<file path="src/rtl/onehot_decoder_buf_if.sv">
// Valid/ready handshake bundle for the one-hot decoder buffer: a binary code
// going in and a decoded one-hot word coming out.
interface onehot_decoder_buf_if #(
  parameter int unsigned WIDTH = 2
);
  localparam int unsigned OUT_W = 1 << WIDTH;

  logic [WIDTH-1:0] s;
  logic             in_valid;
  logic             in_ready;
  logic [OUT_W-1:0] y;
  logic             out_valid;
  logic             out_ready;

  // master: code producer and word consumer; slave: the decoder buffer
  modport master (
    output s,
    output in_valid,
    output out_ready,
    input  in_ready,
    input  y,
    input  out_valid
  );

  modport slave (
    input  s,
    input  in_valid,
    input  out_ready,
    output in_ready,
    output y,
    output out_valid
  );
endinterface

</file>
<file path="src/rtl/onehot_decoder_buf.sv">
// Binary-to-one-hot decoder feeding a 2-entry FIFO, with a free-running
// delivered-word counter. Absorbs consumer back-pressure.
module onehot_decoder_buf #(
  parameter int unsigned WIDTH = 2,
  parameter int unsigned CNT_W = 8
) (
  input  logic                    clk,
  input  logic                    rst_n,
  input  logic                    en,
  onehot_decoder_buf_if.slave     bus,
  output logic [CNT_W-1:0]        count
);
  localparam int unsigned OUT_W = 1 << WIDTH;

  logic [OUT_W-1:0] mem_q [2];
  logic             rd_ptr_q;
  logic             wr_ptr_q;
  logic [1:0]       occ_q;
  logic [CNT_W-1:0] count_q;

  logic             full;
  logic             push;
  logic             pop;
  logic [OUT_W-1:0] dec;

  // in_ready depends only on local state, en and rst_n; never on out_ready
  assign full          = (occ_q == 2'd2);
  assign bus.in_ready  = en & ~full & rst_n;
  assign bus.out_valid = (occ_q != 2'd0);
  assign bus.y         = bus.out_valid ? mem_q[rd_ptr_q] : '0;
  assign count         = count_q;

  assign push = bus.in_valid & bus.in_ready;
  assign pop  = bus.out_valid & bus.out_ready;

  always_comb begin
    dec        = '0;
    dec[bus.s] = 1'b1;
  end

  always_ff @(posedge clk) begin
    if (!rst_n) begin
      mem_q[0] <= '0;
      mem_q[1] <= '0;
      rd_ptr_q <= 1'b0;
      wr_ptr_q <= 1'b0;
      occ_q    <= 2'd0;
      count_q  <= '0;
    end else begin
      if (push) begin
        mem_q[wr_ptr_q] <= dec;
        wr_ptr_q        <= ~wr_ptr_q;
      end
      if (pop) begin
        rd_ptr_q <= ~rd_ptr_q;
        count_q  <= count_q + 1'b1;
      end
      unique case ({push, pop})
        2'b10:   occ_q <= occ_q + 2'd1;
        2'b01:   occ_q <= occ_q - 2'd1;
        default: occ_q <= occ_q;
      endcase
    end
  end
endmodule

</file>
<file path="src/flat_wrapper.sv">
// flat-port wrapper written by rule: the top's interface ports become plain ports
module onehot_decoder_buf_flat 
#(
  parameter int unsigned WIDTH = 2,
  parameter int unsigned CNT_W = 8
)
  (clk, rst_n, en, count, bus_s, bus_in_valid, bus_out_ready, bus_in_ready, bus_y, bus_out_valid);
  onehot_decoder_buf_if #(.WIDTH(WIDTH)) bus_i ();
  input  logic clk;
  input  logic rst_n;
  input  logic en;
  output logic [CNT_W-1:0] count;
  input wire logic [$bits(bus_i.s)-1:0] bus_s;
  input wire logic [$bits(bus_i.in_valid)-1:0] bus_in_valid;
  input wire logic [$bits(bus_i.out_ready)-1:0] bus_out_ready;
  output wire logic [$bits(bus_i.in_ready)-1:0] bus_in_ready;
  output wire logic [$bits(bus_i.y)-1:0] bus_y;
  output wire logic [$bits(bus_i.out_valid)-1:0] bus_out_valid;
  assign bus_i.s = bus_s;
  assign bus_i.in_valid = bus_in_valid;
  assign bus_i.out_ready = bus_out_ready;
  assign bus_in_ready = bus_i.in_ready;
  assign bus_y = bus_i.y;
  assign bus_out_valid = bus_i.out_valid;
  onehot_decoder_buf #(.WIDTH(WIDTH), .CNT_W(CNT_W)) u_core (.clk(clk), .rst_n(rst_n), .en(en), .bus(bus_i), .count(count));
endmodule
</file>
<file path="config.mk">
export PLATFORM = sky130hd
export DESIGN_NAME = onehot_decoder_buf_flat
export DESIGN_NICKNAME = d
export VERILOG_FILES = /design/src/rtl/onehot_decoder_buf_if.sv /design/src/rtl/onehot_decoder_buf.sv /design/src/flat_wrapper.sv
export SDC_FILE = /design/constraint.sdc
export NUM_CORES = 1
export LEC_CHECK = 0
export CORE_UTILIZATION = 46
export CTS_BUF_LIST = sky130_fd_sc_hd__clkbuf_4 sky130_fd_sc_hd__clkbuf_8
export DETAILED_ROUTE_END_ITERATION = 8
export MAX_ROUTING_LAYER = met4
export PLACE_DENSITY = 0.77
export SLEW_MARGIN = 20
export SYNTH_ARGS = -nofsm -noshare
export SYNTH_HDL_FRONTEND = slang
export SYNTH_SLANG_ARGS = --single-unit
</file>
<file path="constraint.sdc">
create_clock -name clk -period 1.5 [get_ports clk]
set_input_delay 0.45 -clock clk [delete_from_list [all_inputs] [get_ports clk]]
set_output_delay 0.45 -clock clk [all_outputs]
set_load 0.05 [all_outputs]
</file>
# Word level (Yosys, flattened, before mapping)

Memories as Yosys holds them, arrays and structs flattened. A register that Yosys moved wholly into a read port is not among the register bits.
Index checks and enable logic that the tools add are counted.

$add $sub $neg: 3
Multipliers: 0
Divide/modulo/power cells: 0
Order comparisons: 2
Equal/unequal tests: 3
Shifts and indexed selects: 0
Mux-type cells: 13
Bitwise gates (word level): 7
Reduce and logical (&&, ||, !) cells: 4

Operators by type and width:

| operator              | number |
|---|---|
| $mux W1               | 9 |
| $add A8 B1 Y8 const B | 1 |
| $mux W4               | 2 |
| $and A1 B1 Y1         | 4 |
| $eq A2 B2 Y1 const B  | 2 |
| $pmux W2 S2           | 1 |
| $reduce_bool A2 Y1    | 2 |
| $reduce_or A4 Y1      | 1 |
| $lt A2 B3 Y1 const B  | 1 |
| $not A1 Y1            | 3 |
| $add A2 B1 Y2 const B | 1 |
| $demux W1 S2          | 1 |
| $eq A2 B1 Y1 const B  | 1 |
| $ge A2 B1 Y1 const B  | 1 |
| $sub A2 B1 Y2 const B | 1 |
| $logic_and A1 B1 Y1   | 1 |

Bits in registers: 12
Bits in latches: 0
Bits in writable memories: 8
Bits in read-only memories: 0
Bits of input ports: 7
Output and inout port bits: 14
Logic and storage cells: 37
Memories kept: 1

Memories:

| name         | depth | width | rd ports | clocked after memory_dff | write ports | RTL line                 | source |
|---|---|---|---|---|---|---|---|
| u_core.mem_q | 2     | 4     | 1        | 1                        | 2           | onehot_decoder_buf.sv:15 | `logic [OUT_W-1:0] mem_q [2];` |

# Depth between registers and ports, before layout

Gate-level depths: netlist (run 1).

Depth in word-level cells: 10
Mapped depth: 7
Gate-level depth less buffers: 7

# Worst setup path before layout (run 1)

OpenSTA, ideal clock, no wires.

Path kind: input-to-reg
Start: input rst_n
End: register u_core.occ_q[1]
Library setup time: 0.071 ns
Arrival: 1.936 ns
Required time: 1.429 ns
Slack: -0.507 ns
Stages: 6
Buffers on the path: 0
Cells stage by stage: and2_1 > and2_1 > nand2_1 > ha_1 > or3_1 > a21oi_1

Word-level cells in the longest chain between the ends: 4
Elaborated cells between the ends (all ways): 6
Classes of those cells: eq/ne (2); mux (1); bitwise (2); reduce/logical (1)

RTL lines:

| element                                           | RTL line                 | source |
|---|---|---|
| start: declaration                                | flat_wrapper.sv:10       | `input logic rst_n;` |
| $and A1 B1 Y1 *                                   | onehot_decoder_buf.sv:28 | `assign bus.in_ready = en & ~full & rst_n;` |
| named net bus_in_ready                            | flat_wrapper.sv:16       | `output wire logic [$bits(bus_i.in_ready)-1:0] bus_in_ready;` |
| $and A1 B1 Y1 *                                   | onehot_decoder_buf.sv:33 | `assign push = bus.in_valid & bus.in_ready;` |
| $eq A2 B1 Y1 or $eq A2 B2 Y1 (tied branches)      | onehot_decoder_buf.sv:58 | `unique case ({push, pop})` |
| $pmux W2 S2 or $reduce_bool A2 Y1 (tied branches) | -                        |  |
| end signal: assignment                            | onehot_decoder_buf.sv:59 | `2'b10: occ_q <= occ_q + 2'd1;` |
| end signal: assignment                            | onehot_decoder_buf.sv:60 | `2'b01: occ_q <= occ_q - 2'd1;` |
| end signal: assignment                            | onehot_decoder_buf.sv:61 | `default: occ_q <= occ_q;` |
| end: declaration                                  | onehot_decoder_buf.sv:18 | `logic [1:0] occ_q;` |

Mark *: on every way through the listed nets, which the timed path passes. The rest lies on a longest branch.
A chain may end at the register's enable or synchronous reset.

# Worst setup path in the final report (run 1)

Start: register u_core.occ_q[0]
End: register u_core.occ_q[1]

Word-level cells in the longest chain between the ends: 7
Elaborated cells between the ends (all ways): 13
Classes of those cells: add/sub (2); eq/ne (3); mux (1); bitwise (5); reduce/logical (2)

RTL lines:

| element                                           | RTL line                 | source |
|---|---|---|
| $eq A2 B2 Y1                                      | onehot_decoder_buf.sv:27 | `assign full = (occ_q == 2'd2);` |
| $not A1 Y1                                        | onehot_decoder_buf.sv:28 |  |
| $and A1 B1 Y1 (2 in series)                       | onehot_decoder_buf.sv:28 |  |
| $and A1 B1 Y1                                     | onehot_decoder_buf.sv:33 |  |
| $eq A2 B1 Y1 or $eq A2 B2 Y1 (tied branches)      | onehot_decoder_buf.sv:58 |  |
| $pmux W2 S2 or $reduce_bool A2 Y1 (tied branches) | -                        |  |

Parallel ways exist; a longest one is shown, timed or not.

==> out/metrics.csv, run 1 <==
metric,value,unit
status,finished with violations,
failing checks,setup timing,
critical path arrival,1.93,ns
Synth area leaders,"dfxtp_1 27%, edfxtp_1 25%, nor2_1 6.7%, mux2i_1 5.3%, a21oi_1 3.7%",
Max-cap violations,0,
setup TNS,-1.25,ns
initial core utilization,48.9,%
Sink Count,21,
layout cells sized above 1,51.8,%
clk root buf,clkbuf_4,
die height,47.4,um
P&R area growth vs syn,78.9,%
PortBufs,20,
IO Count,21,
RSZ-0062 raised after global routing,yes,
crit share post-route,113,%
Synth cell types,24,
Slew HR,78.2,%
row count,16,
"leading cell type in the layout, fill and taps excluded",buf_12,
Antenna Nets Post-Route,0,
htree depth,1,
drt first pass iters,4,
CTS tree,built,
"Seq/Total Area, Yosys",52.7,%
max-slew violation count,0,
netlist area before placement,950,sq um
ANT cells,0,
"area leader, netlist",dfxtp_1,
Yosys top cell area share,27.4,%
"reg-to-reg slack, setup",-0.20,ns
Filler Cell Count,90,
cts hold-fix bufs,0,
later-pin clock latency in the skew report,0.31,ns
most frequent cells in the layout,"16 x buf_12, 13 x buf_4, 12 x nor2_1, 8 x edfxtp_1, 6 x dfxtp_2",
Remaining DRCs,0,
crit path launch type,register,
Crit. End Element,register,
"Reg clk slew, reported paths",0.12,ns
GRT Util Overall,24.2,%
WL final,3080,um
Final Wtd Congestion,0.730,
clk buf depth,2,
Fmax,589,MHz
Fin. Hold Viols,0,
drt wl/cell,18.6,um
Hold WC Path Type,register to register,
Post-DP Area,0.00147,sq mm
CP Max Fanout,4,
number of global-route vias before repair,890,
maximum VDD drop,0.645,mV
first-pass GRT wire length,3730,um
core box area,0.00194,sq mm
area of the die,0.00225,sq mm
Num CTS Buffers,3,
critical path required time,1.73,ns
grt total ovfl,0,
Iter 0 DRT Violations,57,
Setup CP Type,register to register,
Tmin final,1.70,ns
Worst Max-Slew Pin Slew,0.324,ns
Synth warnings,0,
Synth Area per Inst,9.69,sq um
syn nets,107,
"FF+latch count, synth",21,
Nets,149,
Vias,944,
fin area,0.00170,sq mm
final setup fails,8,
routed vias/inst,5.69,
Layout Skew,0.00432,ns
Mapped Cells,98,
largest net degree at the start of global routing,13,
initial antenna violation count,0,
HPWL Detailed,1710,um
fin worst setup slack,-0.198,ns
Power Density,1020,mW/mm^2
Leak Pwr,0.637,nW
die width,47.4,um
## state kept, by name (all words and copies together), names as in the netlist, named ones only
| name | count |
|---|---|
| u_core.occ_q | 2 |
| u_core.wr_ptr_q | 1 |
| u_core.mem_q | 8 |
| u_core.count | 8 |
| u_core.rd_ptr_q | 1 |
## Yosys cell counts, drive strengths merged
master and instances:
xor2 4, edfxtp 8, a31o 1, a21oi 7, clkbuf 2, nor2 17
nor3 2, ha 2, mux2i 5, and2 2, nand3 3, dfxtp 13
nand2 6, inv 4, or4 3, o211ai 1, or3 3, nand4 3
o31ai 3, o21ai 4, xnor2 1, nand2b 3, buf 1
## kinds of logic after synthesis
kind of cell | synth area share, %
and+or+nand+nor | 21.3
muxes | 5.27
xor gates and xnor gates | 4.61
buffers and inverters | 3.16
DFF | 52.7
AOI/OAI and AO/OA | 10.3
adders and majority gates | 2.63
## layer usage
layer,part of all wire (%),global-route usage (%),vias to the layer above
met5,0,-,-
met4,3.8,5.71,0
met3,6.5,4.15,15
met2,53,43.6,59
met1,37,27.9,440
li1,-,-,430
## report_power, final
part | switching, mW | total (mW) | leakage (nW) | internal (mW)
Clock | 0.174 | 0.296 | 0.0184 | 0.122
Sequential | 0.0683 | 0.705 | 0.193 | 0.637
Combinational | 0.351 | 0.735 | 0.426 | 0.384
Total | 0.593 | 1.74 | 0.637 | 1.14
## final cells by class
type	count	area, sq um	area share [%]
inverter	4	15.0	0.884
multi-input combinational	70	571	33.6
sequential	21	515	30.3
timing repair buffer	40	534	31.4
tap	27	33.8	1.99
clock buffer	4	30.0	1.77
## final timing paths
path                                                   start                            to  depth (start not counted)
worst max-delay path            u_core.occ_q[0]$_SDFFE_PN0P_  u_core.occ_q[1]$_SDFFE_PN0P_                          8
worst min-delay path            u_core.count[3]$_SDFFE_PN0P_  u_core.count[3]$_SDFFE_PN0P_                          2
worst max register to register  u_core.occ_q[0]$_SDFFE_PN0P_  u_core.occ_q[1]$_SDFFE_PN0P_                          8
worst min register to register  u_core.count[3]$_SDFFE_PN0P_  u_core.count[3]$_SDFFE_PN0P_                          2
## worst max-delay path: stages (launching register included)
cell and delay (ns):
dfxtp_2 0.38, nand2b_4 0.14, and2_4 0.15, buf_6 0.09, nand2_4 0.05, ha_4 0.16, xnor2_2 0.13, or3_1 0.34
a21oi_2 0.18
## per-stage QoR
stage                     instances  util, %  total power [mW]  worst slack [ns]  hold slack, ns
final                           166     87.5              1.74            -0.198           0.547
after floorplan                  98        -             0.962            -0.182           0.472
after CTS                       165     83.4              1.65            -0.165           0.529
after detailed placement        157     75.7              1.22            -0.602           0.512
after global placement          157     75.7              1.20            -0.515           0.487
after global routing            166     87.5              1.80            -0.240           0.561
## repair_timing
item	in CTS	in global routing
endpoints found under the setup margin	13	10
buffers inserted	4	3
gates resized for setup	29	12
pin swaps	9	6
Note: power is estimated with default switching activity, not from simulation.
==> inputs of run 2 (changes only) <==
Settings changed: CORE_UTILIZATION 46 to 55, PLACE_DENSITY 0.77 to 0.86.
Clock period 1.5 ns to 2.2 ns, I/O delays scaled along.
==> out/metrics.csv, run 2 (same netlist as run 1, synthesis figures left out) <==
metric,value,unit,change
status,finished with violations,,
failing checks,DRC,,
max-slew violation count,0,,unchanged
fin worst setup slack,0.0675,ns,+0.266 ns
crit path launch type,register,,
Antenna Nets Post-Route,0,,unchanged
row count,14,,-2
"leading cell type in the layout, fill and taps excluded",nor2_1,,
most frequent cells in the layout,"17 x nor2_1, 13 x dfxtp_1, 8 x buf_4, 8 x edfxtp_1, 7 x a21oi_1",,
Layout Skew,0.0130,ns,+0.00868 ns
later-pin clock latency in the skew report,0.31,ns,about the same
Post-DP Area,0.00125,sq mm,-15%
total power,946,uW,-45%
WHS Path Cells,2,,unchanged
Setup CP Type,register to primary output,,
DP Worst Slack,-0.223,ns,+0.379 ns
layout cells sized above 1,17.7,%,-34 points
ANT cells,0,,unchanged
cell chain of the critical path,clkdlybuf4s50_1,,
die width,43.6,um,-8.2%
CP Max Fanout,3,,-1
Hold Crit Start,u_core.count[7]$_SDFFE_PN0P_,,
Crit path buffers/inverters,1,,unchanged
core box area,0.00156,sq mm,-20%
hold slack,0.489,ns,-0.0577 ns
Sink Count,21,,unchanged
HPWL Detailed,1530,um,-10%
Final Wtd Congestion,0.778,,+6.6%
WL final,2030,um,-34%
Num CTS Buffers,3,,unchanged
Slew HR,67.0,%,-11 points
RSZ-0062 raised after global routing,no,,
IO Count,21,,unchanged
reg2reg path depth,7,,-1
"Reg clk slew, reported paths",0.13,ns,about the same
Worst Hold Endpoint,u_core.count[7]$_SDFFE_PN0P_,,
critical path required time,1.54,ns,-0.19 ns
"reg-to-reg slack, setup",0.43,ns,+0.63 ns
grt total ovfl,0,,unchanged
setup TNS,0,ns,+1.25 ns
cts hold-fix bufs,0,,unchanged
Filler Cell Count,97,,+7.8%
die height,43.6,um,-8.2%
Max-cap violations,0,,unchanged
reg2reg end,u_core.occ_q[1]$_SDFFE_PN0P_,,
routed vias/inst,5.74,,+0.99%
worst r2r src,u_core.occ_q[0]$_SDFFE_PN0P_,,
final core occ,81.8,%,-5.7 points
Max stage delay on crit path,0.80,ns,+0.42 ns
GRT Util Overall,26.4,%,+2.1 points
Crit. End Element,primary output,,
initial core utilization,60.9,%,+12 points
P&R area growth vs syn,34.3,%,
CTS tree,built,,
clk root buf,clkbuf_4,,
slowest cell on the critical path,clkdlybuf4s50_1,,
Worst Max-Slew Pin Slew,0.494,ns,+0.170 ns
largest net degree at the start of global routing,14,,+1
Fmax,469,MHz,
drt first pass iters,6,,+2
critical path arrival,1.47,ns,-0.46 ns
post-CTS setup buffers,0,,-4
htree depth,1,,unchanged
Power Density,742,mW/mm^2,-27%
Nets,134,,-10%
number of global-route vias before repair,772,,-13%
Fin. Hold Viols,0,,unchanged
area of the die,0.00190,sq mm,-16%
initial antenna violation count,0,,unchanged
maximum VDD drop,0.535,mV,-17%
fin area,0.00127,sq mm,-25%
dpl cells,136,,-13%
Finished Layout Cells,140,,-16%
cell family with the largest share of critical-path delay,buffers and inverters,,
Hold WC Path Type,register to register,,
crit share post-route,96.9,%,
PortBufs,20,,unchanged
final setup fails,0,,-8
Vias,804,,-15%
first-pass GRT wire length,3450,um,-7.4%
Iter 0 DRT Violations,21,,-63%
clk buf depth,2,,unchanged
drt wl/cell,14.5,um,-22%
Tmin final,2.13,ns,
Remaining DRCs,2,,+2
Leak Pwr,0.522,nW,-18%
## run 2: power by group
group          internal [mW]  leakage, nW  switching (mW)
sequential             0.430        0.188          0.0315
clock                 0.0705       0.0183           0.122
combinational          0.127        0.316           0.165
## run 2: worst max-delay path by stage
stage | startpoint | end | slack [ns] | cells after the start
floorplan | rst_n | u_core.occ_q[1]$_SDFFE_PN0P_ | 0.15 | 6
global placement | rst_n | u_core.occ_q[1]$_SDFFE_PN0P_ | -0.17 | 7
detailed placement | rst_n | u_core.occ_q[1]$_SDFFE_PN0P_ | -0.22 | 8
CTS | u_core.count[6]$_SDFFE_PN0P_ | count[6] | 0.001 | 1
global route | u_core.count[7]$_SDFFE_PN0P_ | count[7] | 0.003 | 1
finish | u_core.count[7]$_SDFFE_PN0P_ | count[7] | 0.07 | 1
## run 2: cell type report
type | instances | area, sq um | area share (%)
Multi-Input combinational cell | 70 | 424 | 33.3
Clock buffer | 3 | 22.5 | 1.77
Clock inverter | 1 | 6.26 | 0.491
Timing Repair Buffer | 25 | 287 | 22.5
Sequential cell | 21 | 500 | 39.3
Tap cell | 16 | 20.0 | 1.57
Inverter | 4 | 15.0 | 1.18
## run 2: what timing repair did
item	4_1_cts	5_1_grt
pin swaps	1	0
resized for setup	7	1
setup endpoints to repair	4	1
## run 2: layer usage
metal  GRT usage (%)  up-vias  routed length (um)
met5               -        -                   0
met4            13.8        0                  62
met3            3.75        8                  49
met2            43.9       28                1080
met1            30.6      365                 844
li1                -      403                   -
